===== src/rtl/alu_exec_unit_if.sv =====
// Request/response bundle between ALU control and the execute ALU.
// The master drives the request side; the slave (the ALU) drives results.
interface alu_exec_unit_if #(
   parameter int DATA_WIDTH  = 32,
   parameter int SHAMT_WIDTH = 5
);
   logic                   start_i;
   logic [4:0]             alu_operation_i;
   logic [DATA_WIDTH-1:0]  a_data_i;
   logic [DATA_WIDTH-1:0]  b_data_i;
   logic [SHAMT_WIDTH-1:0] shamt_i;
   logic                   busy_o;
   logic                   done_o;
   logic [DATA_WIDTH-1:0]  alu_result_o;
   logic                   zero_o;
   logic                   branch_taken_o;
   logic                   illegal_op_o;

   modport master (
      output start_i, alu_operation_i, a_data_i, b_data_i, shamt_i,
      input  busy_o, done_o, alu_result_o, zero_o,
      input  branch_taken_o, illegal_op_o
   );

   modport slave (
      input  start_i, alu_operation_i, a_data_i, b_data_i, shamt_i,
      output busy_o, done_o, alu_result_o, zero_o,
      output branch_taken_o, illegal_op_o
   );
endinterface


===== src/rtl/alu_exec_unit.sv =====
// Execute-stage ALU: single-cycle ops plus an iterative
// one-bit-per-cycle SLL/SRL shifter, with start/done handshake.
module alu_exec_unit #(
   parameter int DATA_WIDTH  = 32,
   parameter int SHAMT_WIDTH = 5
) (
   input  logic            clk,
   input  logic            reset,
   alu_exec_unit_if.slave  alu
);
   localparam logic [4:0] OP_ADD  = 5'd0;
   localparam logic [4:0] OP_SUB  = 5'd1;
   localparam logic [4:0] OP_OR   = 5'd2;
   localparam logic [4:0] OP_ORI  = 5'd3;
   localparam logic [4:0] OP_SRL  = 5'd4;
   localparam logic [4:0] OP_SLL  = 5'd5;
   localparam logic [4:0] OP_LUI  = 5'd6;
   localparam logic [4:0] OP_ANDI = 5'd7;
   localparam logic [4:0] OP_LW   = 5'd8;
   localparam logic [4:0] OP_SW   = 5'd9;
   localparam logic [4:0] OP_BEQ  = 5'd10;
   localparam logic [4:0] OP_BNE  = 5'd11;
   localparam logic [4:0] OP_NOR  = 5'd12;
   localparam logic [4:0] OP_AND  = 5'd13;
   localparam logic [4:0] OP_JMP  = 5'd14;
   localparam logic [4:0] OP_JAL  = 5'd15;
   localparam logic [4:0] OP_JR   = 5'd16;

   typedef enum logic [1:0] {IDLE, SHIFT, DONE} state_t;

   state_t                 state;
   logic                   dir_left_q;
   logic [DATA_WIDTH-1:0]  work_q;
   logic [SHAMT_WIDTH-1:0] cnt_q;

   logic [DATA_WIDTH-1:0]  res_c;
   logic                   taken_c;
   logic                   illegal_c;
   logic                   is_shift_c;
   logic [DATA_WIDTH-1:0]  shifted_c;

   // Single-cycle result/flags from the live request operands
   always_comb begin
      res_c      = '0;
      taken_c    = 1'b0;
      illegal_c  = 1'b0;
      is_shift_c = 1'b0;
      case (alu.alu_operation_i)
         OP_ADD, OP_LW, OP_SW: res_c = alu.a_data_i + alu.b_data_i;
         OP_SUB:               res_c = alu.a_data_i - alu.b_data_i;
         OP_OR, OP_ORI:        res_c = alu.a_data_i | alu.b_data_i;
         OP_AND, OP_ANDI:      res_c = alu.a_data_i & alu.b_data_i;
         OP_NOR:               res_c = ~(alu.a_data_i | alu.b_data_i);
         OP_LUI:               res_c = {alu.b_data_i[15:0], 16'h0000};
         OP_JMP:               res_c = '0;
         OP_JAL, OP_JR:        res_c = alu.a_data_i;
         // shamt=0 shifts complete immediately with b unchanged
         OP_SRL, OP_SLL: begin
            res_c      = alu.b_data_i;
            is_shift_c = 1'b1;
         end
         OP_BEQ: begin
            res_c   = alu.a_data_i - alu.b_data_i;
            taken_c = (alu.a_data_i == alu.b_data_i);
         end
         OP_BNE: begin
            res_c   = alu.a_data_i - alu.b_data_i;
            taken_c = (alu.a_data_i != alu.b_data_i);
         end
         default: illegal_c = 1'b1;
      endcase
   end

   // One-bit step of the iterative shifter, zero fill
   always_comb begin
      shifted_c = dir_left_q ? (work_q << 1) : (work_q >> 1);
   end

   // Sequencer FSM with registered result, flags and handshake
   always_ff @(posedge clk) begin
      if (reset) begin
         state                <= IDLE;
         dir_left_q           <= 1'b0;
         work_q               <= '0;
         cnt_q                <= '0;
         alu.busy_o           <= 1'b0;
         alu.done_o           <= 1'b0;
         alu.alu_result_o     <= '0;
         alu.zero_o           <= 1'b0;
         alu.branch_taken_o   <= 1'b0;
         alu.illegal_op_o     <= 1'b0;
      end else begin
         unique case (state)
            IDLE: begin
               alu.done_o <= 1'b0;
               if (alu.start_i) begin
                  alu.busy_o <= 1'b1;
                  dir_left_q <= (alu.alu_operation_i == OP_SLL);
                  if (is_shift_c && (alu.shamt_i != '0)) begin
                     work_q <= alu.b_data_i;
                     cnt_q  <= alu.shamt_i;
                     state  <= SHIFT;
                  end else begin
                     alu.alu_result_o   <= res_c;
                     alu.zero_o         <= (res_c == '0);
                     alu.branch_taken_o <= taken_c;
                     alu.illegal_op_o   <= illegal_c;
                     alu.done_o         <= 1'b1;
                     state              <= DONE;
                  end
               end
            end
            SHIFT: begin
               work_q <= shifted_c;
               cnt_q  <= cnt_q - 1'b1;
               if (cnt_q == SHAMT_WIDTH'(1)) begin
                  alu.alu_result_o   <= shifted_c;
                  alu.zero_o         <= (shifted_c == '0);
                  alu.branch_taken_o <= 1'b0;
                  alu.illegal_op_o   <= 1'b0;
                  alu.done_o         <= 1'b1;
                  state              <= DONE;
               end
            end
            DONE: begin
               alu.done_o <= 1'b0;
               alu.busy_o <= 1'b0;
               state      <= IDLE;
            end
            default: begin
               alu.done_o <= 1'b0;
               alu.busy_o <= 1'b0;
               state      <= IDLE;
            end
         endcase
      end
   end
endmodule

===== src/flat_wrapper.sv =====
// flat-port wrapper written by rule: the top's interface ports become plain ports
module alu_exec_unit_flat 
#(
   parameter int DATA_WIDTH  = 32,
   parameter int SHAMT_WIDTH = 5
)
  (clk, reset, alu_start_i, alu_alu_operation_i, alu_a_data_i, alu_b_data_i, alu_shamt_i, alu_busy_o, alu_done_o, alu_alu_result_o, alu_zero_o, alu_branch_taken_o, alu_illegal_op_o);
  alu_exec_unit_if #(.DATA_WIDTH(DATA_WIDTH), .SHAMT_WIDTH(SHAMT_WIDTH)) alu_i ();
  input  logic clk;
  input  logic reset;
  input wire logic [$bits(alu_i.start_i)-1:0] alu_start_i;
  input wire logic [$bits(alu_i.alu_operation_i)-1:0] alu_alu_operation_i;
  input wire logic [$bits(alu_i.a_data_i)-1:0] alu_a_data_i;
  input wire logic [$bits(alu_i.b_data_i)-1:0] alu_b_data_i;
  input wire logic [$bits(alu_i.shamt_i)-1:0] alu_shamt_i;
  output wire logic [$bits(alu_i.busy_o)-1:0] alu_busy_o;
  output wire logic [$bits(alu_i.done_o)-1:0] alu_done_o;
  output wire logic [$bits(alu_i.alu_result_o)-1:0] alu_alu_result_o;
  output wire logic [$bits(alu_i.zero_o)-1:0] alu_zero_o;
  output wire logic [$bits(alu_i.branch_taken_o)-1:0] alu_branch_taken_o;
  output wire logic [$bits(alu_i.illegal_op_o)-1:0] alu_illegal_op_o;
  assign alu_i.start_i = alu_start_i;
  assign alu_i.alu_operation_i = alu_alu_operation_i;
  assign alu_i.a_data_i = alu_a_data_i;
  assign alu_i.b_data_i = alu_b_data_i;
  assign alu_i.shamt_i = alu_shamt_i;
  assign alu_busy_o = alu_i.busy_o;
  assign alu_done_o = alu_i.done_o;
  assign alu_alu_result_o = alu_i.alu_result_o;
  assign alu_zero_o = alu_i.zero_o;
  assign alu_branch_taken_o = alu_i.branch_taken_o;
  assign alu_illegal_op_o = alu_i.illegal_op_o;
  alu_exec_unit #(.DATA_WIDTH(DATA_WIDTH), .SHAMT_WIDTH(SHAMT_WIDTH)) u_core (.clk(clk), .reset(reset), .alu(alu_i));
endmodule

===== config.mk =====
export PLATFORM = sky130hd
export DESIGN_NAME = alu_exec_unit_flat
export DESIGN_NICKNAME = d
export VERILOG_FILES = /design/src/rtl/alu_exec_unit_if.sv /design/src/rtl/alu_exec_unit.sv /design/src/flat_wrapper.sv
export SDC_FILE = /design/constraint.sdc
export NUM_CORES = 1
export LEC_CHECK = 0
export BUFFER_PORTS_ARGS = -buffer_cell sky130_fd_sc_hd__buf_2
export CAP_MARGIN = 10
export CORE_MARGIN = 2
export CORE_UTILIZATION = 40
export CTS_BUF_LIST = sky130_fd_sc_hd__clkbuf_2 sky130_fd_sc_hd__clkbuf_4 sky130_fd_sc_hd__clkbuf_8
export CTS_CLUSTER_DIAMETER = 40
export CTS_CLUSTER_SIZE = 12
export DETAILED_ROUTE_END_ITERATION = 10
export SYNTH_ARGS = -nofsm -noshare
export SYNTH_HDL_FRONTEND = slang
export SYNTH_SLANG_ARGS = --single-unit
export TNS_END_PERCENT = 30

===== constraint.sdc =====
create_clock -name clk -period 4.16 [get_ports clk]
set_input_delay 0.208 -clock clk [delete_from_list [all_inputs] [get_ports clk]]
set_output_delay 0.208 -clock clk [all_outputs]
set_load 0.02 [all_outputs]

==> metrics.md, run 1 <==
| Metric | Value |
|---|---|
| CTS tree | built |
| First-pass GRT wire length | 67400 microns |
| Fin crit period | 3930 ps |
| All-layer global routing usage | 33.7% |
| Total grt overflow | 0 |
| Sw Share | 40.8% |
| Setup tns final | 0 ps |
| Post-Layout Inst Area | 11400 sq um |
| Drt initial violations | 1484 |
| Sequential power share | 28.5% |
| Cell area after placement | 11200 sq um |
| H-Tree Level Count | 3 |
| Die span in x | 161 microns |
| Worst-path clk slew | 80 ps |
| Clock buffer depth | 2 |
| Critical Path RT | 4360 ps |
| Crit Path Max Fanout | 7 |
| Syn Area/Cell | 6.92 sq um |
| Netlist cell types | 82 |
| Post-CTS Repair Setup Buffers | 0 |
| Max Freq | 254 MHz |
| Routed vias/inst | 6.35 |
| Std cell rows | 57 |
| Layout cell share with drive strength beyond 1 | 18.5% |
| Cells on worst reg2reg path | 11 |
| Area Growth Syn to Fin | 15.6% |
| Status | complete, no violations |
| Worst R2R Start | u_core.cnt_q[0] |
| Max IR drop VDD | 0.147 mV |
| Net Sw Power | 1.14 mW |
| Clock Sinks | 77 |
| Post-synthesis sequential area ratio | 15.6% |
| Routed wire length | 44600 microns |
| Setup crit end kind | register |
| Hold Path Class | primary input to register |
| Fin cells | 1874 |
| Yosys warns | 0 |
| CTS root buf | clkbuf_8 |
| CP Capture Point | u_core.alu.zero_o |
| Startpoint Class | primary input |
| Total power | 2.79 mW |
| Pre-antenna DRT Iters | 7 |
| Lkg Pwr | 5.05 nW |
| Largest net degree at the start of global routing | 78 |
| Start point of the critical path | alu_a_data_i[0] |
| Max Clock Skew | 11.1 ps |
| Reg-to-Reg End | u_core.alu.zero_o |
| Hold Buf Count CTS | 0 |
| Die area | 26000 sq um |
| Max_slew headroom | 42.7% |
| # port buffers | 113 |
| Starting Density | 40.7% |
| Unrepaired setup endpoints after global routing | no |
| CTS Buf Count | 9 |
| Post-layout nets | 1727 |
| Reg-to-reg slack, setup | 800 ps |
| DRC | 0 |
| Hold Fails Final Rpt | 0 |
| Clk_lat worst skew | 360 ps |
| Initial antenna violation count | 3 |
| CP Class | primary input to register |
| Pint | 1.65 mW |
| Async S/R FF share, synth | 0% |
| Synthesized area | 9890 sq um |
| Clock power frac | 25.7% |
| Syn Nets | 1614 |
| Final Setup Violations | 0 |
| Worst-margin pin slew | 857 ps |
| Top FF cell, synth | dfxtp_1 |
| Slew Viols, Final | 0 |
| Period utilization | 94.5% |
| Synthesized instance count | 1429 |
| ANT nets after route | 0 |
| WL per Instance | 23.8 microns |
| Post-synthesis register bit count | 77 |
| RD Place Congestion | 1.04 |
| Post-CTS resize count | 0 |
| Ports | 114 |
| Core footprint | 24300 sq um |
| Max cap viols | 0 |
| Post-placement cell count | 1855 |
| Die extent in y | 161 microns |
| Power Dens Cells | 244 nW/um^2 |
| Routed via count | 11.9k |
| Worst Path Arrival | 4130 ps |
| Logic pwr share | 45.7% |
| Vias in the first global route | 11.3k |
| Post-synth EDFFs | 0 |
| Dpl hpwl | 34800 microns |
-- metal layers --
layer  GRT usage (%)  routed length [microns]
met1            44.8                    18500
met2            51.7                    19200
met3            6.86                     4410
met4            17.5                     2570
met5               0                        0
-- worst max-delay path, stage by stage --
cell and delay [ps]:
buf_2 120, inv_1 70, ha_1 180, inv_1 60, fa_1 400, nor2b_1 180
o211ai_1 410, a21oi_1 280, o311ai_0 560, buf_4 240, a21boi_0 130, o311a_1 380
and2_1 160, o32ai_1 380, nor2b_1 110, nand4_1 160, o32ai_2 100
-- placed cells by master, fill, tap and decap left out, types with 8 or more instances in the layout --
master and count:
ha_1 106, a222oi_1 25, nand2_1 174, buf_4 89, a21oi_1 160, dfxtp_1 77, nand2b_1 13, nand4_1 15
and2_1 13, a211oi_1 18, mux2_2 31, buf_2 113, nor2_1 181, o31ai_1 8, a21o_1 14, a22oi_1 10
a221oi_1 41, a31oi_1 12, o221ai_1 9, inv_1 99, clkbuf_8 10, o21bai_1 8, o21a_1 8, nand3_1 20
nor3_1 28, o211ai_1 22, o311ai_0 10, nor2b_1 17, o221a_2 11, nor4_1 19, o21ai_0 54, a221o_1 8
-- cells in the mapped netlist, types with 5 or more instances --
library cell	number	area (sq um)
nand2_1	174	653
clkbuf_1	73	274
nand2b_1	13	81.3
dfxtp_1	77	1540
o21bai_1	8	60.1
a21boi_0	7	52.6
mux2_2	31	349
and2_1	13	81.3
a221oi_1	41	359
o21ai_0	54	270
buf_2	13	65.1
a211oi_1	18	135
buf_1	13	48.8
nand3_1	20	100
nor2_1	181	679
nor2b_1	18	113
a22oi_1	10	75.1
o311ai_0	10	87.6
a222oi_1	25	250
nand4_1	15	93.8
a221o_1	8	80.1
o221ai_1	9	78.8
nor4b_1	7	61.3
o21a_1	8	60.1
o221a_2	11	124
a21o_1	14	105
nor3_1	29	145
ha_1	106	1330
o31ai_1	8	60.1
a21oi_1	161	806
nor4_1	20	125
xnor2_1	5	43.8
a31oi_1	12	75.1
or4_1	5	37.5
a211o_1	7	61.3
and3_1	6	37.5
o211ai_1	22	165
mux2i_1	6	60.1
inv_1	99	372
-- registers in the layout, indices dropped and copies added (netlist names) --
name	cells
u_core.alu.alu_result_o	32
u_core.cnt_q	5
u_core.work_q	32
u_core.dir_left_q	1
u_core.state	2
u_core.alu.busy_o	1
u_core.alu.branch_taken_o	1
u_core.alu.done_o	1
u_core.alu.illegal_op_o	1
u_core.alu.zero_o	1
-- power by group through the flow --
stage	Sequential, mW	Clock, mW	Combinational, mW
floorplan	0.837	0	0.713
global placement	0.813	0	1.24
detailed placement	0.813	0	1.24
CTS	0.796	0.732	1.24
global route	0.801	0.762	1.37
finish	0.797	0.719	1.28
-- cells by family (layout without fill, tap and decap cells) --
group / count (synthesis) / count (layout) / share of synthesized area, %
flip-flops: 77 / 77 / 15.6
other: 0 / 3 / 0
AO/OA/AOI/OAI: 477 / 477 / 33.8
AND/OR/NAND/NOR: 524 / 524 / 24.3
adder cells (fa/ha/maj): 108 / 108 / 13.8
buffers and inverters: 199 / 317 / 7.75
multiplexers: 37 / 37 / 4.14
XOR/XNOR: 7 / 7 / 0.620
-- how the worst min path moves through the flow --
stage                          startpoint                          to  slack (ps)  cells past startpoint
6_report                   alu_shamt_i[4]             u_core.cnt_q[4]         210                      3
5_1_grt                    alu_shamt_i[4]             u_core.cnt_q[4]         210                      3
4_1_cts                    alu_shamt_i[4]             u_core.cnt_q[4]         200                      3
3_5_place_dp   u_core.alu.alu_result_o[0]  u_core.alu.alu_result_o[0]         440                      2
3_3_place_gp   u_core.alu.alu_result_o[0]  u_core.alu.alu_result_o[0]         440                      2
2_1_floorplan             alu_b_data_i[0]            u_core.work_q[0]         400                      2
-- area by class of cell --
type	count	area, sq um
fillers	2557	12900
multi-input cells	1153	7620
flip-flops and latches	77	1540
repair buffers	202	1230
well taps	324	405
inverters	99	372
clock buffers	11	145
clock inverters	5	108
diodes	3	7.51
-- metrics by stage --
step / hold slack (ps) / worst slack (ps) / util, %
2_1_floorplan: 400 / 771 / -
3_3_place_gp: 440 / 62.8 / 46.0
3_5_place_dp: 444 / 39.6 / 46.0
4_1_cts: 199 / 395 / 47.0
5_1_grt: 212 / 104 / 47.0
6_report: 205 / 229 / 47.0
Power figures use the tool's default switching activity.
==> run 2: changes to the inputs <==
--- a/config.mk
+++ b/config.mk
@@ -5,6 +5,7 @@
 export SDC_FILE = /design/constraint.sdc
 export NUM_CORES = 1
 export LEC_CHECK = 0
+export ABC_AREA = 1
 export BUFFER_PORTS_ARGS = -buffer_cell sky130_fd_sc_hd__buf_2
 export CAP_MARGIN = 10
 export CORE_MARGIN = 2
==> metrics.md, run 2 <==
| Metric | Value |
|---|---|
| Status | complete, no violations |
| Critical Path RT | 4450 ps (+90 ps) |
| RD Place Congestion | 1.04 (about the same) |
| Critical-path cell list | buf_2 > inv_1 > ha_1 > nor2_1 > nand3_1 > nand3_1 > nand2_1 > nand2_1 > nand2_1 > nand2_1 > nand2_1 > nand3_1 > nand3_1 > nor2_1 > nand2_1 > nor3_1 > nand2_1 > a21oi_2 |
| Die extent in y | 171 microns (+6.3%) |
| CTS root buf | clkbuf_8 |
| ANT nets after route | 0 (unchanged) |
| Ant. Diodes | 0 (-3) |
| All-layer global routing usage | 32.8% (-0.95 points) |
| Slowest stage delay, CP | 460 ps (-100 ps) |
| Vias in the first global route | 12.4k (+10%) |
| Ports | 114 (unchanged) |
| Post-synthesis register bit count | 77 (unchanged) |
| CTS tree | built |
| Net Sw Power | 1.24 mW (+8.4%) |
| Max IR drop VDD | 0.210 mV (+43%) |
| Pint | 1.45 mW (-12%) |
| Logic pwr share | 48.3% (+2.6 points) |
| Commonest non-fill, non-tap cell in the layout | nand2_1 |
| Clk_lat worst skew | 350 ps (about the same) |
| Final Setup Violations | 0 (unchanged) |
| Post-synth EDFFs | 0 (unchanged) |
| Starting Density | 40.5% (-0.20 points) |
| Count leader, synth | nand2_1 |
| Hold Buf Count CTS | 0 (unchanged) |
| Post-placement cell count | 2520 (+36%) |
| Layout cell share with drive strength beyond 1 | 8.25% (-10 points) |
| Period utilization | 70.9% (-24 points) |
| H-Tree Level Count | 3 (unchanged) |
| Dpl hpwl | 39900 microns (+15%) |
| Lkg Pwr | 6.66 nW (+32%) |
| Synthesized instance count | 2098 (+47%) |
| Total grt overflow | 0 (unchanged) |
| Syn Nets | 2283 (+41%) |
| Initial antenna violation count | 0 (-3) |
| Clock Sinks | 77 (unchanged) |
| Top FF cell, synth | dfxtp_1 |
| Fin crit period | 2950 ps (-981 ps) |
| Post-layout nets | 2338 (+35%) |
| Core footprint | 27700 sq um (+14%) |
| Max Clock Skew | 8.76 ps (-2.34 ps) |
| Filler instances | 3151 (+23%) |
| Async S/R FF share, synth | 0% (unchanged) |
| Worst-path clk slew | 80 ps (about the same) |
| Routed via count | 13.3k (+11%) |
| Hold Path Class | primary input to register |
| Largest registers | u_core.alu.alu_result_o: 32 flops, u_core.work_q: 32 flops, u_core.cnt_q: 5 flops |
| Post-CTS Repair Setup Buffers | 0 (unchanged) |
| Synth top area share | 24.0% (+8.5 points) |
| DRC | 0 (unchanged) |
| Synthesized area | 11200 sq um (+13%) |
| Fin cells | 2535 (+35%) |
| Hold Fails Final Rpt | 0 (unchanged) |
| Max Freq | 339 MHz (+33%) |
| Slew Viols, Final | 0 (unchanged) |
| Netlist cell types | 46 (-44%) |
| Routed wire length | 48300 microns (+8.3%) |
| Setup tns final | 0 ps (unchanged) |
| Largest cells by area after synthesis | nand2_1, dfxtp_1, ha_1, inv_1, nor2_1 |
| Clock buffer depth | 2 (unchanged) |
| Sw Share | 46.0% (+5.2 points) |
| Sequential power share | 30.0% (+1.5 points) |
| Worst-margin pin slew | 1070 ps (+215 ps) |
| Max cap viols | 0 (unchanged) |
| Register area | 1540 sq um (unchanged) |
| Std cell rows | 61 (+7.0%) |
| WL per Instance | 19.1 microns (-20%) |
| Unrepaired setup endpoints after global routing | no |
| CTS Buf Count | 9 (unchanged) |
| Pre-antenna DRT Iters | 6 (-1) |
| Slowest CP cell | ha_1 |
| Routed vias/inst | 5.23 (-18%) |
| Area Growth Syn to Fin | 8.27% |
| # port buffers | 113 (unchanged) |
| CP Class | primary input to register |
| Post-CTS resize count | 0 (unchanged) |
| Dominant cell type by area after synthesis | nand2_1 |
| Syn Area/Cell | 5.34 sq um (-23%) |
| Yosys warns | 0 (unchanged) |
| Multi-input gate area | 7920 sq um (+3.8%) |
| Max_slew headroom | 27.9% (-15 points) |
| Setup crit end kind | register |
| Post-synthesis sequential area ratio | 13.7% (-1.8 points) |
| Post-synth top cells | nand2_1, inv_1, nor2_1, nand3_1, a21oi_1 |
| Largest net degree at the start of global routing | 55 (-29%) |
| Clock power frac | 21.8% (-3.9 points) |
| Most frequent cells in the layout | nand2_1, inv_1, nor2_1 |
| Die area | 29400 sq um (+13%) |
| Crit Path Max Fanout | 9 (+2) |
| Worst Path Arrival | 3240 ps (-890 ps) |
| Startpoint Class | primary input |
| Cell mode on critical path | nand2_1 |
| Die span in x | 171 microns (+6.3%) |
| Drt initial violations | 1301 (-12%) |
| Total power | 2.69 mW (-3.7%) |
| Power Dens Cells | 221 nW/um^2 (-9.3%) |
| First-pass GRT wire length | 72200 microns (+7.1%) |
[run 2: changes by cell type after synthesis, sizes merged, moves of 31 or more]
cell	delta
a21oi	-48
a221oi	-42
clkbuf	-38
inv	+250
mux2	-31
nand2	+550
nand3	+139
nor2	+45
o21ai	+48
[run 2: layout make-up]
type	instances	share of cell area, %
Timing Repair Buffer	130	5.71
Sequential cell	77	12.7
Clock inverter	4	0.392
Clock buffer	11	1.25
Multi-Input combinational cell	1584	65.2
Inverter	351	10.9
Tap cell	378	3.90
[run 2: per-stage QoR]
stage / hold slack [ps] / cell area [sq um] / setup WS [ps] / utilization, %
floorplan: 369 / 11200 / 2030 / -
global placement: 451 / 11900 / 918 / 43.1
detailed placement: 456 / 11900 / 906 / 43.1
CTS: 129 / 12100 / 1240 / 43.8
global route: 138 / 12100 / 903 / 43.8
finish: 142 / 12100 / 1210 / 43.8
[run 2: critical path, delay by kind of cell]
kind / cells / cell delay (ps)
compound gates: 1 / 110
fa+ha+maj: 1 / 460
buf+inv: 2 / 270
simple gates: 14 / 2150
[run 2: logic make-up after synthesis]
group                    after synthesis  share of synthesized area [%]
AND/OR/NAND/NOR                     1177                           42.7
multiplexers                           9                          0.803
buffers and inverters                437                           15.8
flip-flops                            77                           13.7
adder cells (fa/ha/maj)              108                           12.2
XOR/XNOR                               4                          0.312
AO/OA/AOI/OAI                        286                           14.4
[run 2: power by group through the flow]
stage,logic [mW],registers [mW],clock network [mW]
5_1_grt,1.43,0.811,0.631
3_3_place_gp,1.26,0.822,0
2_1_floorplan,0.799,0.844,0
4_1_cts,1.27,0.805,0.595
6_report,1.30,0.806,0.585
3_5_place_dp,1.26,0.822,0
[run 2: final timing paths]
kind | start | end | slack, ps | depth (start not counted)
worst max-delay path | alu_b_data_i[2] | u_core.alu.zero_o | 1210 | 18
worst min-delay path | alu_shamt_i[3] | u_core.cnt_q[3] | 140 | 3
worst max register to register | u_core.dir_left_q | u_core.alu.zero_o | 1270 | 8
worst min register to register | u_core.alu.alu_result_o[3] | u_core.alu.alu_result_o[3] | 460 | 2
[run 2: routing by layer]
layer	global-route usage [%]	vias up	wire (microns)
met5	0	-	0
met4	12.7	0	1940
met3	4.99	91	3930
met2	50.6	533	20400
met1	45.6	5979	22000
li1	-	6665	-
